--- config.mk ---
export PLATFORM = sky130hd
export DESIGN_NAME = clock_divider_bank
export DESIGN_NICKNAME = d
export VERILOG_FILES = /design/src/rtl/clock_divider_bank.sv
export SDC_FILE = /design/constraint.sdc
export NUM_CORES = 1
export LEC_CHECK = 0
export ABC_CLOCK_PERIOD_IN_PS = 5500
export CORE_MARGIN = 1.5
export CORE_UTILIZATION = 25
export DETAILED_ROUTE_END_ITERATION = 16
export GPL_ROUTABILITY_DRIVEN = 0
export GPL_TIMING_DRIVEN = 0
export HOLD_SLACK_MARGIN = 0.02
export PLACE_DENSITY = 0.38
export RECOVER_POWER = 100
export SLEW_MARGIN = 15
export SYNTH_ARGS = -nofsm -noshare
export SYNTH_HDL_FRONTEND = slang
export SYNTH_SLANG_ARGS = --single-unit
--- constraint.sdc ---
create_clock -name clock -period 5.5 [get_ports clock]
set_input_delay 1.1 -clock clock [delete_from_list [all_inputs] [get_ports clock]]
set_output_delay 1.1 -clock clock [all_outputs]
set_load 0.05 [all_outputs]
--- src/rtl/clock_divider_bank.sv ---
// Bank of programmable integer clock dividers with boundary-safe divisor updates.
// Optional phase alignment across channels: define CLKDIV_PHASE_ALIGN_EN.
module clock_divider_bank #(
  parameter int CHANNELS  = 4,
  parameter int WIDTH     = 8,
  parameter int RESET_DIV = 2,
  localparam int CW = (CHANNELS > 1) ? $clog2(CHANNELS) : 1
) (
  input  logic                clock,
  input  logic                reset,
  input  logic                div_valid,
  output logic                div_ready,
  input  logic [CW-1:0]       div_chan,
  input  logic [WIDTH-1:0]    div_value,
  input  logic [CHANNELS-1:0] chan_en,
`ifdef CLKDIV_PHASE_ALIGN_EN
  input  logic                sync,
`endif
  output logic [CHANNELS-1:0] clk_out,
  output logic [CHANNELS-1:0] tick,
  output logic [CHANNELS-1:0] busy
);

`ifdef CLKDIV_PHASE_ALIGN_EN
  typedef enum logic [1:0] {IDLE, RUN, ALIGN} st_e;
`else
  typedef enum logic {IDLE, RUN} st_e;
`endif

  logic [WIDTH-1:0]    wr_val;
  logic                wr_acc;
  logic [CHANNELS-1:0] busy_w;

  assign wr_val = (div_value < WIDTH'(2)) ? WIDTH'(2) : div_value;
  assign wr_acc = div_valid & div_ready;
  assign busy   = busy_w;

  // Out-of-range channel indices never match, so they read as ready.
  always_comb begin
    div_ready = 1'b1;
    for (int i = 0; i < CHANNELS; i++)
      if (div_chan == CW'(i)) div_ready = !busy_w[i];
  end

`ifdef CLKDIV_PHASE_ALIGN_EN
  logic [CHANNELS-1:0] flag_w;
  logic [CHANNELS-1:0] align_w;
  logic                all_align;
  logic                sync_go;

  assign all_align = &(~flag_w | align_w);
  assign sync_go   = sync & ~|flag_w;
`endif

  for (genvar g = 0; g < CHANNELS; g++) begin : g_ch
    st_e              st_q, st_d;
    logic [WIDTH-1:0] cnt_q, cnt_d;
    logic [WIDTH-1:0] div_q, div_d;
    logic [WIDTH-1:0] pend_q, pend_d;
    logic             busy_q, busy_d;
    logic             clk_q, clk_d;
    logic             tick_q, tick_d;
    logic [WIDTH:0]   half;
    logic             wr_hit;
    logic             last;
`ifdef CLKDIV_PHASE_ALIGN_EN
    logic             flag_q, flag_d;

    assign flag_w[g]  = flag_q;
    assign align_w[g] = (st_q == ALIGN);
`endif

    assign wr_hit = wr_acc && (div_chan == CW'(g));
    assign last   = (cnt_q == div_q - WIDTH'(1));

    always_comb begin
      st_d   = st_q;
      cnt_d  = cnt_q;
      div_d  = div_q;
      pend_d = pend_q;
      busy_d = busy_q;
`ifdef CLKDIV_PHASE_ALIGN_EN
      flag_d = flag_q;
`endif
      if (wr_hit) begin
        pend_d = wr_val;
        busy_d = 1'b1;
      end
      unique case (st_q)
        IDLE: begin
          cnt_d = '0;
          if (busy_q) begin
            div_d  = pend_q;
            busy_d = 1'b0;
          end
          if (chan_en[g]) st_d = RUN;
        end
        RUN: begin
          if (last) begin
            cnt_d = '0;
            if (busy_q) begin
              div_d  = pend_q;
              busy_d = 1'b0;
            end
            if (!chan_en[g]) begin
              st_d = IDLE;
`ifdef CLKDIV_PHASE_ALIGN_EN
              flag_d = 1'b0;
            end else if (flag_q) begin
              st_d = ALIGN;
`endif
            end
          end else begin
            cnt_d = cnt_q + WIDTH'(1);
          end
        end
`ifdef CLKDIV_PHASE_ALIGN_EN
        ALIGN: begin
          cnt_d = '0;
          if (busy_q) begin
            div_d  = pend_q;
            busy_d = 1'b0;
          end
          if (all_align) begin
            st_d   = RUN;
            flag_d = 1'b0;
          end
        end
`endif
      endcase
`ifdef CLKDIV_PHASE_ALIGN_EN
      if (sync_go && st_q == RUN && st_d == RUN) flag_d = 1'b1;
`endif
      // High phase covers the first ceil(d/2) counts of a period.
      half   = ({1'b0, div_d} + (WIDTH+1)'(1)) >> 1;
      clk_d  = (st_d == RUN) && ({1'b0, cnt_d} < half);
      tick_d = (st_d == RUN) && (cnt_d == '0);
    end

    always_ff @(posedge clock or negedge reset) begin
      if (!reset) begin
        st_q   <= IDLE;
        cnt_q  <= '0;
        div_q  <= WIDTH'(RESET_DIV);
        pend_q <= '0;
        busy_q <= 1'b0;
        clk_q  <= 1'b0;
        tick_q <= 1'b0;
`ifdef CLKDIV_PHASE_ALIGN_EN
        flag_q <= 1'b0;
`endif
      end else begin
        st_q   <= st_d;
        cnt_q  <= cnt_d;
        div_q  <= div_d;
        pend_q <= pend_d;
        busy_q <= busy_d;
        clk_q  <= clk_d;
        tick_q <= tick_d;
`ifdef CLKDIV_PHASE_ALIGN_EN
        flag_q <= flag_d;
`endif
      end
    end

    assign clk_out[g] = clk_q;
    assign tick[g]    = tick_q;
    assign busy_w[g]  = busy_q;
  end

endmodule

==> impl_metrics.tcl <==
set metrics [dict create \
    path_class "flip-flop to flip-flop" \
    synth_edf_count 0 \
    ys_seq_area_share_pct 38.4 \
    core_area_um2 28800 \
    cts_made_buffers 9 \
    crit_end "g_ch[0].clk_q" \
    powerDensity_nw_per_um2 185 \
    grt-ovfl-total 0 \
    ir_drop_v 0.000100 \
    violations "max-capacitance violations, max-slew violations" \
    netlist_area_um2 7320 \
    maxCapViolations 2 \
    critPathBufInv 2 \
    p_int_w 0.00118 \
    cp-end-kind "flip-flop" \
    ys.flop_type "dfrtp_1" \
    setup_violations 0 \
    critical-path-max-stage-delay_ns 0.46 \
    drive_above_1_share_pct 9.74 \
    worstSetupStartpointType "flip-flop" \
    ys_warn_count 0 \
    grt_pass1_wl_mm 30.0 \
    synth.largest_area_cell "dfrtp_1" \
    regToRegSetupSlack_ns 0.72 \
    drt_iter0_drc 250 \
    p_leak_nw 3.69 \
    fin_area_um2 8350 \
    yosys.area.top_type_share_pct 36.9 \
    dieArea_um2 30300 \
    r2r_end "g_ch[0].clk_q" \
    holdCritPathClass "flip-flop to flip-flop" \
    fp.dieW_um 174 \
    crit_start "g_ch[0].div_q[3]" \
    cts_resized 0 \
    pwr-share-clk_pct 42.4 \
    area_growth_pct 14.1 \
    route.detailed.drc 0 \
    timing.rr.start "g_ch[0].div_q[3]" \
    cp_common_cell "a21oi_1" \
    ant_nets 0 \
    place_inst 1190 \
    worstPathRequired_ns 5.74 \
    cp_data_arrival_time_ns 5.02 \
    final_max_slew_viol_count 70 \
    synth_area_leaders "dfrtp_1 (37%), xnor2_1 (8.1%), mux2_2 (6.9%)" \
    clock.fmax_mhz 209 \
    status "finished with violations" \
    regArea_um2 2810 \
    skew_ns 0.0123 \
    post-synth-top-count-cell "dfrtp_1" \
    cts_tree "built" \
    gr-usage-all-layers_pct 12.4 \
    grt_max_degree 60 \
    cts_sinks 112 \
    tightest_slew_ns 3.52 \
    multiInputGateArea_um2 4080 \
    synth_cells 776 \
    grt_pass1_vias 5521 \
    crit_slowest_cell "clkbuf_1" \
    fin_cells 1205 \
    fin_nets 874 \
    combPwrFrac_pct 3.4 \
    cts_max_path_buffers 2 \
    syn_area_per_cell_um2 9.43 \
    start_util_pct 25.4 \
    path_clk_slew_ns 0.08 \
    n_fill_cell 3063 \
    period_share_pct 86.8 \
    worstPathCellList "clkbuf_1 -> nor4_1 -> xnor2_1 -> a31oi_1 -> a21oi_1 -> a22oi_1 -> clkbuf_1 -> mux2_1 -> ha_1 -> nand3_1 -> nor2_1 -> xnor2_1 -> nor2_1 -> a21oi_1 -> ha_1 -> a21o_1 -> a21o_1 -> a21oi_1 -> o21ai_0 -> a221oi_1" \
    critPathTopFamily "compound AO/OA/AOI/OAI gates" \
    antenna_found_initial 0 \
    r2r.worst_path.cells 20 \
    hold_viol_final 0 \
    p_switching_w 0.000363 \
    swShare_pct 23.5 \
    dp_hpwl_mm 13.4 \
    relSlewSlack_pct -134 \
    power_frac_seq_pct 54.2 \
    vias_per_cell 4.41 \
    rsz0062_at_grt "false" \
    h-tree-depth 3 \
    synthesis.nets 833 \
    antennaDiodeCount 0 \
    tns_ns 0 \
    synth-seq-cells 112 \
    cts_root_buf "clkbuf_16" \
    synth_common_cells "dfrtp_1 (108), nand2_1 (75), nor2_1 (73), xnor2_1 (68)" \
    num_rows 62 \
    synth_cell_types 63 \
    dr.pass1.iters 4 \
    io_pins 30 \
    crit_cells 20 \
    wl_per_cell_um 14.7 \
    die_h_um 174 \
    cp_max_fo 10 \
    placed_area_um2 8120 \
    drt-total-wl_mm 17.7 \
    layout_min_cycle_time_ns 4.78 \
    vias 5318 \
    post-cts-setup-buffers 0 \
    holdBufCountCts 0 \
    clkLatencyLatePin_ns 0.36 \
    io_buffer_count 29 \
    postSynth.asyncResetShare_pct 100 \
]
area by class of cell:
class	instances	area share, %
flip-flops and latches	112	33.6
clock inverters	2	0.180
plain buffers	49	3.18
well taps	384	5.76
inverters	33	1.48
multi-input cells	582	48.9
repair buffers	30	3.73
clock buffers	13	3.12
tightest hold or removal path, stage by stage, from the launching register on:
cell and delay (ns):
dfrtp_1 0.36, nand2_1 0.05, o21ai_0 0.06
routing by layer:
layer | vias up | wire, um | global-route usage, % | share of wire [%]
met4 | 0 | 237 | 3.88 | 1.3
met5 | - | 0 | 0 | 0
met3 | 12 | 338 | 1.68 | 1.9
met1 | 2515 | 8920 | 17.2 | 50
li1 | 2750 | - | - | -
met2 | 41 | 8200 | 20.0 | 46
kinds of logic after synthesis:
logic type,count (synthesis),share of synthesized area [%]
muxes,54,8.43
DFF,112,38.4
xor gates and xnor gates,111,13.3
and+or+nand+nor,278,18.8
buffers and inverters,82,5.37
adders and majority gates,40,6.84
AOI/OAI and AO/OA,99,8.87
worst min path at each step:
stage / startpoint / slack [ns] / depth (start not counted) / end
final: g_ch[3].pend_q[0] / 0.51 / 2 / g_ch[3].pend_q[0]
after global routing: g_ch[0].pend_q[7] / 0.54 / 1 / g_ch[0].pend_q[7]
after CTS: g_ch[0].pend_q[7] / 0.52 / 1 / g_ch[0].pend_q[7]
after detailed placement: g_ch[0].pend_q[7] / 0.51 / 1 / g_ch[0].pend_q[7]
after global placement: g_ch[0].pend_q[7] / 0.49 / 1 / g_ch[0].pend_q[7]
after floorplan: g_ch[3].pend_q[1] / 0.46 / 2 / g_ch[3].pend_q[1]
power by group through the flow:
stage	clock (W)	sequential (W)	combinational, W
final	0.000654	0.000836	0.0000525
after global routing	0.000712	0.000838	0.0000602
after CTS	0.000687	0.000837	0.0000564
after detailed placement	0	0.000853	0.0000562
after global placement	0	0.000853	0.0000535
after floorplan	0	0.000850	0.0000122
per-stage QoR:
step / hold slack (ns) / total power [W] / util, % / setup slack [ns]
3_5_place_dp: 0.505 / 0.000909 / 28.2 / 0.862
4_1_cts: 0.523 / 0.00158 / 29.2 / 0.847
2_1_floorplan: 0.460 / 0.000863 / - / 1.52
5_1_grt: 0.539 / 0.00161 / 29.0 / 0.295
3_3_place_gp: 0.492 / 0.000907 / 28.1 / -1.74
6_report: 0.508 / 0.00154 / 29.0 / 0.723
cells in the final DEF (no fill, tap or decap), types with 15 or more instances in the layout:
| cell type | instances |
|---|---|
| a21oi_1 | 18 |
| nor2_1 | 73 |
| and3_1 | 17 |
| nand4_1 | 15 |
| clkbuf_1 | 28 |
| o21ai_0 | 37 |
| xor2_1 | 43 |
| dfrtp_1 | 108 |
| inv_1 | 33 |
| ha_1 | 40 |
| nand2_1 | 77 |
| nand3_1 | 45 |
| mux2_2 | 35 |
| xnor2_1 | 68 |
| dlygate4sd3_1 | 15 |
flip-flops by register name (all words and copies together), names as in the netlist:
| register | cells |
|---|---|
| g_ch.busy_q | 4 |
| g_ch.clk_q | 4 |
| g_ch.cnt_q | 32 |
| g_ch.div_q | 32 |
| g_ch.pend_q | 32 |
| g_ch.st_q | 4 |
| g_ch.tick_q | 4 |
Note: power is estimated with default switching activity, not from simulation.
